### src/rtl/serial_add_seq_if.sv
// Bundle of the operand/result handshake and the full-adder cell hookup
// for the bit-serial adder. The slave side is the adder itself; the master
// side is whoever issues operands and supplies the one-bit adder cell.
interface serial_add_seq_if #(
    parameter int WIDTH = 8
);
    logic             start;
    logic [WIDTH-1:0] a;
    logic [WIDTH-1:0] b;
    logic             cin;
    logic             fa_x;
    logic             fa_y;
    logic             fa_cin;
    logic             fa_s;
    logic             fa_cout;
    logic [WIDTH-1:0] sum;
    logic             cout;
    logic             busy;
    logic             done;

    modport master (
        output start, a, b, cin, fa_s, fa_cout,
        input  fa_x, fa_y, fa_cin, sum, cout, busy, done
    );

    modport slave (
        input  start, a, b, cin, fa_s, fa_cout,
        output fa_x, fa_y, fa_cin, sum, cout, busy, done
    );
endinterface

### src/rtl/serial_add_seq.sv
// Bit-serial adder: streams the operands LSB first through an external
// one-bit full adder cell, one bit per clock, and collects the sum bits in
// a shift register. The visible result register is only written when the
// last bit is stored, so an aborted operation never exposes partial sums.
module serial_add_seq #(
    parameter int WIDTH = 8
) (
    input  logic                clk,
    input  logic                rst,
    serial_add_seq_if.slave     bus
);
    localparam int CW = $clog2(WIDTH + 1);

    typedef enum logic [1:0] {
        IDLE = 2'd0,
        RUN  = 2'd1,
        DONE = 2'd2
    } state_t;

    state_t           state_r;
    state_t           state_next_s;
    logic             load_s;
    logic             step_s;
    logic             last_s;

    logic [WIDTH-1:0] a_sh_r;
    logic [WIDTH-1:0] b_sh_r;
    logic [WIDTH-1:0] sum_sh_r;
    logic [WIDTH-1:0] sum_r;
    logic             carry_r;
    logic             cout_r;
    logic [CW-1:0]    cnt_r;
    logic             in_run_s;

    // Next-state decode; start is only honoured from IDLE or DONE.
    always_comb begin
        state_next_s = state_r;
        load_s       = 1'b0;
        step_s       = 1'b0;
        last_s       = 1'b0;
        case (state_r)
            IDLE: begin
                if (bus.start) begin
                    state_next_s = RUN;
                    load_s       = 1'b1;
                end else begin
                    state_next_s = IDLE;
                end
            end
            RUN: begin
                step_s = 1'b1;
                if (cnt_r == CW'(WIDTH - 1)) begin
                    last_s       = 1'b1;
                    state_next_s = DONE;
                end else begin
                    state_next_s = RUN;
                end
            end
            DONE: begin
                if (bus.start) begin
                    state_next_s = RUN;
                    load_s       = 1'b1;
                end else begin
                    state_next_s = IDLE;
                end
            end
            default: begin
                state_next_s = IDLE;
            end
        endcase
    end

    // State register with synchronous reset.
    always_ff @(posedge clk) begin
        if (rst) begin
            state_r <= IDLE;
        end else begin
            state_r <= state_next_s;
        end
    end

    // Operand/sum shifters, running carry, bit counter and result capture.
    always_ff @(posedge clk) begin
        if (rst) begin
            a_sh_r   <= {WIDTH{1'b0}};
            b_sh_r   <= {WIDTH{1'b0}};
            sum_sh_r <= {WIDTH{1'b0}};
            sum_r    <= {WIDTH{1'b0}};
            carry_r  <= 1'b0;
            cout_r   <= 1'b0;
            cnt_r    <= {CW{1'b0}};
        end else if (load_s) begin
            a_sh_r   <= bus.a;
            b_sh_r   <= bus.b;
            carry_r  <= bus.cin;
            sum_sh_r <= {WIDTH{1'b0}};
            cnt_r    <= {CW{1'b0}};
        end else if (step_s) begin
            a_sh_r   <= {1'b0, a_sh_r[WIDTH-1:1]};
            b_sh_r   <= {1'b0, b_sh_r[WIDTH-1:1]};
            sum_sh_r <= {bus.fa_s, sum_sh_r[WIDTH-1:1]};
            carry_r  <= bus.fa_cout;
            cnt_r    <= cnt_r + CW'(1);
            if (last_s) begin
                sum_r  <= {bus.fa_s, sum_sh_r[WIDTH-1:1]};
                cout_r <= bus.fa_cout;
            end else begin
                sum_r  <= sum_r;
                cout_r <= cout_r;
            end
        end else begin
            a_sh_r   <= a_sh_r;
            b_sh_r   <= b_sh_r;
            sum_sh_r <= sum_sh_r;
            carry_r  <= carry_r;
            cnt_r    <= cnt_r;
        end
    end

    // Outputs are decoded straight from registers; the adder cell sees
    // zeros whenever no bit is being processed.
    assign in_run_s   = (state_r == RUN);
    assign bus.fa_x   = in_run_s & a_sh_r[0];
    assign bus.fa_y   = in_run_s & b_sh_r[0];
    assign bus.fa_cin = in_run_s & carry_r;
    assign bus.busy   = in_run_s;
    assign bus.done   = (state_r == DONE);
    assign bus.sum    = sum_r;
    assign bus.cout   = cout_r;
endmodule

### src/flat_wrapper.sv
// flat-port wrapper written by rule: the top's interface ports become plain ports
module serial_add_seq_flat 
#(
    parameter int WIDTH = 8
)
  (clk, rst, bus_start, bus_a, bus_b, bus_cin, bus_fa_s, bus_fa_cout, bus_fa_x, bus_fa_y, bus_fa_cin, bus_sum, bus_cout, bus_busy, bus_done);
  serial_add_seq_if #(.WIDTH(WIDTH)) bus_i ();
  input  logic clk;
  input  logic rst;
  input wire logic [$bits(bus_i.start)-1:0] bus_start;
  input wire logic [$bits(bus_i.a)-1:0] bus_a;
  input wire logic [$bits(bus_i.b)-1:0] bus_b;
  input wire logic [$bits(bus_i.cin)-1:0] bus_cin;
  input wire logic [$bits(bus_i.fa_s)-1:0] bus_fa_s;
  input wire logic [$bits(bus_i.fa_cout)-1:0] bus_fa_cout;
  output wire logic [$bits(bus_i.fa_x)-1:0] bus_fa_x;
  output wire logic [$bits(bus_i.fa_y)-1:0] bus_fa_y;
  output wire logic [$bits(bus_i.fa_cin)-1:0] bus_fa_cin;
  output wire logic [$bits(bus_i.sum)-1:0] bus_sum;
  output wire logic [$bits(bus_i.cout)-1:0] bus_cout;
  output wire logic [$bits(bus_i.busy)-1:0] bus_busy;
  output wire logic [$bits(bus_i.done)-1:0] bus_done;
  assign bus_i.start = bus_start;
  assign bus_i.a = bus_a;
  assign bus_i.b = bus_b;
  assign bus_i.cin = bus_cin;
  assign bus_i.fa_s = bus_fa_s;
  assign bus_i.fa_cout = bus_fa_cout;
  assign bus_fa_x = bus_i.fa_x;
  assign bus_fa_y = bus_i.fa_y;
  assign bus_fa_cin = bus_i.fa_cin;
  assign bus_sum = bus_i.sum;
  assign bus_cout = bus_i.cout;
  assign bus_busy = bus_i.busy;
  assign bus_done = bus_i.done;
  serial_add_seq #(.WIDTH(WIDTH)) u_core (.clk(clk), .rst(rst), .bus(bus_i));
endmodule
### config.mk
export PLATFORM = sky130hd
export DESIGN_NAME = serial_add_seq_flat
export DESIGN_NICKNAME = d
export VERILOG_FILES = /design/src/rtl/serial_add_seq_if.sv /design/src/rtl/serial_add_seq.sv /design/src/flat_wrapper.sv
export SDC_FILE = /design/constraint.sdc
export NUM_CORES = 1
export LEC_CHECK = 0
export CORE_ASPECT_RATIO = 0.75
export CORE_MARGIN = 4
export CORE_UTILIZATION = 25
export CTS_BUF_LIST = sky130_fd_sc_hd__clkbuf_16
export DETAILED_ROUTE_END_ITERATION = 16
export PLACE_DENSITY = 0.42
export RECOVER_POWER = 50
export SLEW_MARGIN = 25
export SYNTH_ARGS = -nofsm -noshare
export SYNTH_HDL_FRONTEND = slang
export SYNTH_SLANG_ARGS = --single-unit
### constraint.sdc
create_clock -name clk -period 1.3 [get_ports clk]
set_input_delay 0.26 -clock clk [delete_from_list [all_inputs] [get_ports clk]]
set_output_delay 0.26 -clock clk [all_outputs]
set_load 0.02 [all_outputs]
==> Word-level counts from Yosys, hierarchy flattened <==
Cells that the tools add are included.
{ "totals": {"ff_bits": 40, "output_inout_bits": 14} }
{ "op_classes": {"addsub": 1, "n_eq_ne": 3, "n_mux": 14, "n_bitwise": 4, "n_reduce_logical": 5} }
{ "op_table": {"columns": ["op", "count"], "rows": [
  ["two-way mux 8 bit", 4],
  ["two-way mux 1 bit", 8],
  ["adder 4 x 1 -> 4 bit, second input constant", 1],
  ["equality test 4 x 3 -> 1 bit, second input constant", 1],
  ["case mux 2 bit (2 select lines)", 1],
  ["OR reduction 2 bit", 2],
  ["AND 1 bit", 3],
  ["AND reduction 3 bit", 1],
  ["equality test 2 x 1 -> 1 bit, second input constant", 1],
  ["equality test 2 bit, second input constant", 1],
  ["zero test 2 bit", 1],
  ["two-way mux 2 bit", 1],
  ["nonzero test 2 bit", 1],
  ["NOT 1 bit", 1]
]} }

==> Depth between registers and ports, before layout <==
{ "logic_depth": {"depth_word": 5, "ltp_mapped": 6, "depth_no_buf": 4} }

==> Worst setup path after synthesis <==
No wires, ideal clock.
{ "synth_timing": {"path_type": "flip-flop to output port", "from": "register u_core.state_r[1]", "to": "output port bus_fa_cin", "t_arrival_ns": 1.114, "t_required_ns": 1.040, "path_slack_ns": -0.074, "path_stages_with_launch": 6, "n_path_buf": 2, "cell_sequence": "dfxtp_1 > nand2b_1 > buf_6 > inv_2 > buf_2 > and2_1"} }
{ "synth_between": {"elab_chain_cells": 2} }
{ "synth_rtl": {"columns": ["element", "line", "rtl"], "rows": [
  ["start: declaration", "serial_add_seq.sv:20", "state_t state_r;"],
  ["start signal: assignment", "serial_add_seq.sv:78", "state_r <= state_next_s;"],
  ["equality test 2 x 1 -> 1 bit", "serial_add_seq.sv:122", "assign in_run_s = (state_r == RUN);"],
  ["named net bus_busy", "flat_wrapper.sv:21", "output wire logic [$bits(bus_i.busy)-1:0] bus_busy;"],
  ["AND 1 bit", "serial_add_seq.sv:125", "assign bus.fa_cin = in_run_s & carry_r;"],
  ["end: declaration", "flat_wrapper.sv:18", "output wire logic [$bits(bus_i.fa_cin)-1:0] bus_fa_cin;"]
]} }
The timed path passes the listed nets, and every way through them passes these cells.

==> Final worst setup path <==
{ "layout_timing": {"from": "register u_core.state_r[1]", "to": "output port bus_fa_y"} }
{ "layout_between": {"elab_chain_cells": 2} }
{ "layout_rtl": {"columns": ["element", "line", "rtl"], "rows": [
  ["equality test 2 x 1 -> 1 bit", "serial_add_seq.sv:122", null],
  ["AND 1 bit", "serial_add_seq.sv:124", "assign bus.fa_y = in_run_s & b_sh_r[0];"],
  ["end: declaration", "flat_wrapper.sv:17", "output wire logic [$bits(bus_i.fa_y)-1:0] bus_fa_y;"]
]} }
No other way between the ends.

==> results.cfg <==
[outcome]
outcome = finished, violations left
failed_checks = setup timing

[routing]
vias = 1354
postRouteAntennaNets = 0
number_of_detailed_routing_iterations_run_before_antenna_repair = 4
wl_per_cell_um = 12.9
avgViaCountPerCell = 4.35
finalWirelength_um = 4010
number_of_drc_violations_after_detailed_routing = 0
detailedRoute.firstIterationViolations = 31

[clock_network]
cts.hold.buffers_added = 0
clock_latency_ps = 280
cts.path.max_buffers = 2
ctsRootBufferMaster = clkbuf_16
tritoncts = done
cts_max_level = 2
numCtsBuffers = 5
clk_pin_slew_worst_paths_ps = 60
clock_sinks = 39

[sta]
final_critical_path_setup_slack_ps = -9.33
setup_viol_count_final = 3
number_of_failing_hold_endpoints_at_the_final_stage = 0
final_min_period_over_clock_period_pct = 101
skew_ps = 1.87
period_needed_ps = 1310
unrepaired_setup_endpoints_after_global_routing = true
worst_pin_slew_ps = 309
slew-limit-headroom_pct = 79.4
final_slew_viol_count = 0
achievable_clock_frequency_ghz = 0.764

[power]
intPower_mw = 2.35
switching_share_pct = 22.6
leakage_component_of_the_power_nw = 0.899
clock_power_share_pct = 44.9
pwr-share-comb_pct = 12.9
pwr_density_cell_nw_per_um2 = 1260
irDropWorstVdd_mv = 0.514
power_switching_uw = 686
power.share.sequential_pct = 42.2

[setup_path]
timing.critical_path.max_delay_family = flip-flops
cp_data_arrival_time_ps = 1050
total_stage_count_of_the_critical_path = 4
path_cells = nand2b_4, inv_4, and2_4, buf_6
r2r_cells = 6
crit_path_max_incr_delay_ps = 320
cp_num_buf_inv = 2
timing.critical_path.from_type = flop
cp.required_ps = 1040
crit_fanout = 5
cpMaxStageDelayCell = dfxtp_2
setup.worst_path.class = reg2out
critical_path.endpoint_type = output pin

[floorplan]
floorplan.initialDensity_pct = 25.9
floorplan.die.height_um = 78.2
num_rows = 25
die_width_um = 102
dieArea_um2 = 7950
coreArea_um2 = 6350
num_io_pins = 36

[synth]
async_s_r_ff_share_synth_pct = 0
top_reg_cell_synth = dfxtp_1
avgSynthCellArea_um2 = 9.03
synth-edff-count = 0
ys.warnings.count = 0
synth_fp_nets = 205
register_area_share_after_synthesis_pct = 47.5
syn_area_um2 = 1640
yosys_register_bits = 39
synth.lib_cells_used.distinct = 26
synthesis.instances = 182

[global_routing]
grt_max_degree = 28
grt.overflow.total = 0
grt_antenna_before_repair = 0
grt_pass1_wl_um = 6510
via_count_of_the_first_global_routing_pass = 1346
globalRouteTotalUtil_pct = 10.6

[finish]
layout.cell_area.non_filler_um2 = 2420
flow.area_growth_from_synthesis_pct = 47.1
antenna_cells_inserted = 0
post-route-util_pct = 38.1
post_route_cells_drive_above_1_share_pct = 21.3
finish.net_count = 252

[placement]
place_ws_ps = -283
detailedPlacementHpwl_um = 2600
placed_cell_area_um2 = 2150
gp_routability_congestion = 0.682
io_buffers = 35

[hold_path]
min_path_type = reg2reg
hold_path_depth = 2

[flow_run]
max_cap_violations = 0
## synthesized netlist by cell type, types with 2 or more instances
cell / number / share of area, %
nand3_1: 4 / 1.2
dfxtp_1: 39 / 47
mux2i_1: 11 / 6.7
nor2b_1: 2 / 0.76
buf_2: 8 / 2.4
buf_6: 3 / 2.1
a311oi_2: 3 / 2.7
nand3b_1: 2 / 0.91
nor3_1: 19 / 5.8
nor2_1: 7 / 1.6
a22oi_1: 3 / 1.4
o22ai_1: 8 / 3.0
and2_1: 3 / 1.1
a21oi_1: 13 / 4.0
buf_4: 2 / 0.91
nand2b_1: 21 / 8.0
clkbuf_1: 2 / 0.46
nand2_1: 24 / 5.5
## routing by layer
layer,track usage (%),vias to the layer above,part of all wire (%)
li1,-,719,-
met1,14.5,610,53
met2,15.0,20,41
met3,3.11,5,4.4
met4,5.18,0,1.6
met5,0,-,0
## final timing paths
check,start,endpoint,slack (ps)
worst max-delay path,u_core.state_r[1]$_SDFF_PP0_,bus_fa_y,-9
worst min register to register,u_core.sum_sh_r[1]$_SDFFE_PP0N_,u_core.sum_sh_r[1]$_SDFFE_PP0N_,460
worst max register to register,u_core.state_r[1]$_SDFF_PP0_,u_core.b_sh_r[6]$_SDFFE_PP0P_,30
worst min-delay path,u_core.sum_sh_r[1]$_SDFFE_PP0N_,u_core.sum_sh_r[1]$_SDFFE_PP0N_,460
## power by group through the flow
| stage | logic, mW | clock network [mW] | registers, mW |
|---|---|---|---|
| after floorplan | 0.226 | 0 | 1.30 |
| after global placement | 0.371 | 0 | 1.30 |
| after detailed placement | 0.372 | 0 | 1.30 |
| after CTS | 0.379 | 1.40 | 1.28 |
| after global routing | 0.433 | 1.44 | 1.29 |
| final | 0.392 | 1.36 | 1.28 |
## stage by stage
stage	TNS (ps)	total power, mW	cells	hold slack, ps
floorplan	0	1.53	182	396
global placement	-3320	1.68	298	449
detailed placement	-3790	1.68	298	454
CTS	-230	3.06	307	463
global route	-605	3.16	311	488
finish	-19.3	3.04	311	461
## flip-flops by register name (all words and copies together) (netlist names)
signal / count
u_core.cnt_r: 4
u_core.bus.sum: 8
u_core.b_sh_r: 8
u_core.a_sh_r: 8
u_core.carry_r: 1
u_core.bus.cout: 1
u_core.state_r: 2
u_core.sum_sh_r: 7
## layout by cell type (no fill, tap or decap), drive strengths merged
cell type,Yosys,final
dfxtp,39,39
xnor2,1,1
clkinv,0,2
nand3b,2,2
bufinv,0,1
o21ai,1,1
nand2,24,24
mux2i,11,11
buf,13,23
xor2,1,1
nor3,19,19
o22ai,8,8
nand3,4,4
clkdlybuf4s50,0,21
ha,1,1
a311oi,4,4
clkbuf,2,7
nor2b,2,2
or3,1,1
inv,1,1
nand2b,21,21
a22oi,3,3
nor2,8,8
dlygate4sd2,0,9
and2,3,3
a21oi,13,13
## worst reg2reg max path: cells and delay by family, from the launching register on
family	cells	cell delay, ps
buffers and inverters	3	390
DFF	1	320
and+or+nand+nor	2	240
AOI/OAI and AO/OA	1	230
## logic make-up (layout without fill, tap and decap cells)
kind of cell | Yosys count | count (layout) | share of synthesized area, %
AOI/OAI and AO/OA | 29 | 29 | 11.9
xor gates and xnor gates | 2 | 2 | 1.07
adders and majority gates | 1 | 1 | 0.761
buffers and inverters | 16 | 64 | 6.09
DFF | 39 | 39 | 47.5
muxes | 11 | 11 | 6.70
and+or+nand+nor | 84 | 84 | 26.0
## timing repair
item                       4_1_cts  5_1_grt
gates resized for setup         36       20
hold endpoints to repair         0        0
pin swaps                        0        4
cloned                           0        1
buffers inserted                 1        3
setup endpoints to repair       17       21
## area by class of cell
| cell class | count | area (um^2) |
|---|---|---|
| Tap cell | 81 | 101 |
| Inverter | 1 | 6.26 |
| Multi-Input combinational cell | 127 | 813 |
| Clock buffer | 5 | 125 |
| Clock inverter | 3 | 38.8 |
| Fill cell | 661 | 3930 |
| Sequential cell | 39 | 786 |
| Timing Repair Buffer | 55 | 548 |
(Power assumes the default switching activity.)
